File: config.mk
export PLATFORM = sky130hd
export DESIGN_NAME = ts_arbiter
export DESIGN_NICKNAME = d
export VERILOG_FILES = /design/src/rtl/ts_pkg.sv /design/src/rtl/ts_null_gen.sv /design/src/rtl/ts_arbiter.sv
export SDC_FILE = /design/constraint.sdc
export NUM_CORES = 1
export LEC_CHECK = 0
export ABC_AREA = 1
export CORE_MARGIN = 4
export CORE_UTILIZATION = 40
export CTS_CLUSTER_SIZE = 25
export DETAILED_ROUTE_END_ITERATION = 7
export HOLD_SLACK_MARGIN = 0.05
export PLACE_DENSITY_LB_ADDON = 0.25
export RECOVER_POWER = 25
export SLEW_MARGIN = 20
export SYNTH_ARGS = -nofsm -noshare
export SYNTH_HDL_FRONTEND = slang
export SYNTH_SLANG_ARGS = --single-unit
export TNS_END_PERCENT = 20
File: constraint.sdc
create_clock -name iclk -period 2.29 [get_ports iclk]
set_clock_uncertainty 0.15 [all_clocks]
set_input_delay 0.458 -clock iclk [delete_from_list [all_inputs] [get_ports iclk]]
set_output_delay 0.458 -clock iclk [all_outputs]
set_load 0.01 [all_outputs]
File: src/rtl/ts_pkg.sv
// ts_pkg: transport-stream constants and the arbiter state type shared by
// the TS arbiter and its null packet generator.
package ts_pkg;

    localparam logic [7:0]  TS_SYNC     = 8'h47;
    localparam int          TS_PKT_LEN  = 188;
    localparam logic [12:0] TS_NULL_PID = 13'h1FFF;

    // Encoding doubles as the ogrant code (0 none, 1 src0, 2 src1, 3 null)
    typedef enum logic [1:0] {
        ST_IDLE = 2'd0,
        ST_SRC0 = 2'd1,
        ST_SRC1 = 2'd2,
        ST_NULL = 2'd3
    } ts_arb_state_t;

endpackage

File: src/rtl/ts_null_gen.sv
// ts_null_gen: maps a packet byte index to the byte of an MPEG null packet.
// Header is sync, PID 0x1FFF with TEI/PUSI/priority clear, payload-only with
// continuity counter 0; every remaining byte is 0xFF stuffing.
module ts_null_gen
    import ts_pkg::*;
#(
    parameter int IDX_W = 8
) (
    input  logic [IDX_W-1:0] cnt,
    output logic [7:0]       null_byte
);

    // Header lookup with 0xFF stuffing for the payload
    always_comb begin
        null_byte = 8'hFF;
        case (cnt)
            IDX_W'(0): null_byte = TS_SYNC;
            IDX_W'(1): null_byte = {3'b000, TS_NULL_PID[12:8]};
            IDX_W'(2): null_byte = TS_NULL_PID[7:0];
            IDX_W'(3): null_byte = 8'h10;
            default:   null_byte = 8'hFF;
        endcase
    end

endmodule

File: src/rtl/ts_arbiter.sv
// ts_arbiter: shares one TS byte port between two sources, switching owners
// only on packet boundaries. Define TS_ARB_NULL_EN to compile in null packet
// insertion (NULL state, ts_null_gen and onull_cnt).
//
// state | meaning
// ------+-------------------------------------------------------------------
// IDLE  | between packets; grant a SOP candidate, discard non-SOP bytes
// SRC0  | forwarding one packet from source 0
// SRC1  | forwarding one packet from source 1
// NULL  | emitting one null packet (TS_ARB_NULL_EN builds only)
module ts_arbiter
    import ts_pkg::*;
#(
    parameter int PKT_LEN = TS_PKT_LEN,
    parameter int CNT_W   = 16
) (
    input  logic             iclk,
    input  logic             irst,
    input  logic             imode,
    input  logic [7:0]       idat0,
    input  logic             isop0,
    input  logic             ival0,
    output logic             ordy0,
    input  logic [7:0]       idat1,
    input  logic             isop1,
    input  logic             ival1,
    output logic             ordy1,
    output logic [7:0]       odat,
    output logic             osop,
    output logic             oval,
    input  logic             irdy,
    output logic [1:0]       ogrant,
    output logic [CNT_W-1:0] onull_cnt,
    output logic [CNT_W-1:0] odrop_cnt,
    output logic             osync_err
);

    localparam int               IDX_W    = $clog2(PKT_LEN);
    localparam logic [IDX_W-1:0] IDX_LAST = IDX_W'(PKT_LEN - 1);

    ts_arb_state_t    state;
    logic [IDX_W-1:0] cnt;
    logic             last;       // 1: source 1 owned the previous packet
    logic [CNT_W-1:0] drop_cnt;
    logic             sync_err;

    logic             cand0;
    logic             cand1;
    logic             drop0;
    logic             drop1;
    logic             xfer;
    logic             src_sop;
    logic [CNT_W:0]   drop_sum;

    assign cand0 = ival0 & isop0;
    assign cand1 = ival1 & isop1;

    // A non-SOP byte offered while idle is swallowed so the source realigns
    assign drop0 = (state == ST_IDLE) & ival0 & ~isop0;
    assign drop1 = (state == ST_IDLE) & ival1 & ~isop1;

    // Both sources can discard in the same cycle, hence the two-term sum
    assign drop_sum = {1'b0, drop_cnt} + (CNT_W+1)'(drop0) + (CNT_W+1)'(drop1);

`ifdef TS_ARB_NULL_EN
    logic [7:0]       null_byte;
    logic [CNT_W-1:0] null_cnt;

    ts_null_gen #(
        .IDX_W (IDX_W)
    ) u_null_gen (
        .cnt       (cnt),
        .null_byte (null_byte)
    );

    assign onull_cnt = null_cnt;
`else
    assign onull_cnt = '0;
`endif

    // Output mux: granted source passes straight through with zero latency
    always_comb begin
        odat    = '0;
        osop    = 1'b0;
        oval    = 1'b0;
        ordy0   = 1'b0;
        ordy1   = 1'b0;
        src_sop = 1'b0;
        case (state)
            ST_IDLE: begin
                ordy0 = drop0;
                ordy1 = drop1;
            end
            ST_SRC0: begin
                odat    = idat0;
                oval    = ival0;
                src_sop = isop0;
                osop    = isop0 & (cnt == '0);
                ordy0   = irdy;
            end
            ST_SRC1: begin
                odat    = idat1;
                oval    = ival1;
                src_sop = isop1;
                osop    = isop1 & (cnt == '0);
                ordy1   = irdy;
            end
`ifdef TS_ARB_NULL_EN
            ST_NULL: begin
                odat = null_byte;
                oval = 1'b1;
                osop = (cnt == '0);
            end
`endif
            default: ;
        endcase
    end

    assign xfer = oval & irdy;

    // Packet sequencing, round-robin history and saturating statistics
    always_ff @(posedge iclk) begin
        if (irst) begin
            state    <= ST_IDLE;
            cnt      <= '0;
            last     <= 1'b1;
            drop_cnt <= '0;
            sync_err <= 1'b0;
`ifdef TS_ARB_NULL_EN
            null_cnt <= '0;
`endif
        end else begin
            sync_err <= 1'b0;
            drop_cnt <= drop_sum[CNT_W] ? '1 : drop_sum[CNT_W-1:0];
            case (state)
                ST_IDLE: begin
                    cnt <= '0;
                    if (cand0 && cand1) begin
                        state <= (imode || last) ? ST_SRC0 : ST_SRC1;
                    end else if (cand0) begin
                        state <= ST_SRC0;
                    end else if (cand1) begin
                        state <= ST_SRC1;
                    end
`ifdef TS_ARB_NULL_EN
                    else if (irdy) begin
                        state <= ST_NULL;
                    end
`endif
                end
                ST_SRC0, ST_SRC1: begin
                    if (xfer) begin
                        if (src_sop && (cnt != '0)) begin
                            sync_err <= 1'b1;
                        end
                        if (cnt == IDX_LAST) begin
                            state <= ST_IDLE;
                            cnt   <= '0;
                            last  <= (state == ST_SRC1);
                        end else begin
                            cnt <= cnt + IDX_W'(1);
                        end
                    end
                end
`ifdef TS_ARB_NULL_EN
                ST_NULL: begin
                    if (irdy) begin
                        if (cnt == IDX_LAST) begin
                            state <= ST_IDLE;
                            cnt   <= '0;
                            if (null_cnt != '1) begin
                                null_cnt <= null_cnt + CNT_W'(1);
                            end
                        end else begin
                            cnt <= cnt + IDX_W'(1);
                        end
                    end
                end
`endif
                default: state <= ST_IDLE;
            endcase
        end
    end

    assign ogrant    = state;
    assign odrop_cnt = drop_cnt;
    assign osync_err = sync_err;

endmodule

==> run_results.csv <==
group,metric,value,unit
synthesis,synth.distinct_cells,35,
floorplan,start_util,42.6,%
power,vdd_drop_max,0.000294,V
floorplan,die_h,77.2,um
setup_path,cp-end-kind,"primary output",
setup_path,critPathSlowestCell,"clkdlybuf4s50_1",
synthesis,syn_area,1920,um^2
timing,slew_violations,0,
synthesis,ys_warn_count,0,
finish,drive_gt1_share,16.7,%
min_path,hp-start,"last$_SDFFE_PP1P_",
synthesis,yosysTopAreaCellShare,29.2,%
synthesis,syn_avg_cell_area,6.68,um^2
placed_design,dp_hpwl,3780,um
timing,finalHoldViolations,0,
setup_path,cp_top_family,"buffers and inverters",
grt,grt_max_degree,16,
timing,tns,0,ns
setup_path,crit_type,"in2out",
synthesis,synthArstFlopShare,0,%
placed_design,gp_congestion,0.836,
synthesis,ys_seq_area_share,29.2,%
grt,grtUsageTotal,15.8,%
setup_path,rr_worst_depth,13,
setup_path,crit_fanout,2,
floorplan,die_area,5970,um^2
grt,grt_pass1_wl,7960,um
clock_tree,clkLatencyLatePin,0.28,ns
setup_path,r2r_slack,0.10,ns
finish,finish.utilization,59.7,%
setup_path,arrival,1.63,ns
run_status,status,"finished clean",
drt,via_count,1943,
timing,setup_violations,0,
clock_tree,ctsHoldBuffers,0,
clock_tree,cts.sinks,28,
clock_tree,cts.clk_slew.worst_paths,0.09,ns
timing,clock.fmax,447,MHz
timing,finalCritPeriodShare,97.7,%
floorplan,num_rows,24,
drt,drt-total-wl,4710,um
min_path,hold_end,"last$_SDFFE_PP1P_",
finish,areaGrowthSynthToFinish,40.2,%
setup_path,r2r_end,"odrop_cnt[7]$_SDFF_PP0_",
min_path,holdPathStages,2,
synthesis,ys_ff_latch,28,
timing,period_minus_slack,2.24,ns
clock_tree,htree_levels,1,
setup_path,slowest_delay,0.51,ns
drt,first_pass_iters,4,
finish,n_fill_cell,448,
finish,antennaDiodeCount,0,
clock_tree,cts_tree,"done",
power,leakagePower,1.20,nW
setup_path,cp-start-kind,"input port",
placed_design,port_buffers,54,
setup_path,worstPathCellList,"clkdlybuf4s50_1, buf_4, nand2_1, a21oi_2, dlygate4sd2_1",
finish,finalNetCount,391,
setup_path,cp.required,1.68,ns
job,maxCapViolCount,0,
clock_tree,root_buffer,"clkbuf_8",
floorplan,io_pins,71,
synthesis,synth_largest_area_cell,"dfxtp_1",
floorplan,fp.coreArea,4500,um^2
synthesis,synth_edf_count,0,
power,p_per_area,619,nW/um^2
min_path,min_path_type,"reg2reg",
grt,grt_pass1_vias,1846,
drt,wire_per_inst,11.5,um
floorplan,die_x,77.2,um
drt,drt_iter0_drc,75,
drt,final_antenna_net_count,0,
clock_tree,clk_path_buf_depth,2,
clock_tree,cts_buffers,3,
setup_path,worst-path-buf-inv,3,
synthesis,synth_top_flop_cell,"dfxtp_1",
grt,grt_remaining_overflow,0,
setup_path,r2r-start,"ogrant[1]$_SDFFE_PP0P_",
grt,antenna_found_initial,0,
drt,post-route-drc-count,0,
drt,via_per_inst,4.73,
synthesis,synthTopCellsByArea,"dfxtp_1 (29%), nand2_1 (16%), nor2_1 (6.7%), buf_4 (6.3%), inv_1 (6.1%)",
synthesis,syn_inst,287,
worst min-delay path, stage by stage, from the launching register on:
cell and delay [ns]:
dfxtp_1 0.32, o21ai_0 0.06, nand3_1 0.06
area by class of cell:
cell class / count / area (um^2) / share of cell area (%)
inverters: 34 / 129 / 4.79
well taps: 52 / 65.1 / 2.42
flip-flops and latches: 28 / 563 / 20.9
clock buffers: 4 / 55.1 / 2.05
multi-input cells: 219 / 1180 / 43.8
repair buffers: 74 / 699 / 26.0
through the flow:
| step | cell area, um^2 | std cells | power [W] | setup WS, ns | hold slack [ns] |
|---|---|---|---|---|---|
| after floorplan | 1980 | 302 | 0.00103 | 0.00349 | 0.300 |
| after global placement | 2580 | 406 | 0.00133 | -0.245 | 0.330 |
| after detailed placement | 2580 | 406 | 0.00134 | -0.317 | 0.325 |
| after CTS | 2640 | 410 | 0.00163 | -0.147 | 0.344 |
| after global routing | 2690 | 411 | 0.00178 | -0.0222 | 0.387 |
| final | 2690 | 411 | 0.00167 | 0.0526 | 0.338 |
state kept, by name, summed over array words and instances, names as in the netlist:
name and flops:
cnt 8, last 1, odrop_cnt 16, ogrant 2
osync_err 1
cell usage after synthesis (2+ instances only):
cell,count
nand2_1,80
nor2_1,34
inv_1,31
dfxtp_1,28
nand3_1,19
buf_4,16
a21oi_1,15
a21oi_2,9
o21ai_0,9
ha_1,6
xor2_1,5
nand4_1,4
nand2_2,3
nor3_1,3
buf_6,2
nand3_2,2
o21bai_1,2
xnor2_1,2
routing by layer:
metal	part of all wire, %	track usage (%)	up-vias	routed length [um]
li1	-	-	1016	-
met2	47	27.2	53	2200
met4	1.9	4.98	0	88
met5	0	0	-	0
met1	46	19.4	865	2170
met3	5.4	3.51	9	255
cell families (layout without fill, tap and decap cells):
logic type	count (synthesis)	count (layout)	synth area share (%)
other	1	16	0.196
buffers and inverters	55	112	14.8
AO/OA/AOI/OAI	39	39	13.4
flip-flops	28	28	29.2
adder cells (fa/ha/maj)	7	7	4.96
XOR/XNOR	7	7	3.20
AND/OR/NAND/NOR	150	150	34.2
where the power goes:
group          internal, W  switching [W]
registers         0.000519      0.0000270
clock network     0.000154       0.000156
logic             0.000362       0.000446
total              0.00104       0.000629
layout by cell type (no fill, tap or decap), types with 14 or more instances in the layout:
cell type / count
nand2_1: 79
clkdlybuf4s50_1: 38
nor2_1: 32
inv_1: 29
buf_4: 19
dfxtp_1: 26
conb_1: 16
a21oi_1: 14
nand3_1: 20
worst max path at each step:
stage	startpoint	end	slack (ns)	depth (start not counted)
floorplan	ogrant[0]$_SDFFE_PP0P_	odrop_cnt[6]$_SDFF_PP0_	0.003	13
global placement	isop0	osop	-0.24	6
detailed placement	isop0	osop	-0.32	6
CTS	ogrant[1]$_SDFFE_PP0P_	odat[6]	-0.15	6
global route	ival0	odrop_cnt[6]$_SDFF_PP0_	-0.02	12
finish	ival0	oval	0.05	5
what timing repair did:
item | 4_1_cts | 5_1_grt
pin swaps | 0 | 4
resized for setup | 16 | 14
endpoints found under the setup margin | 25 | 21
buffers inserted | 0 | 1
(Power assumes the default switching activity.)
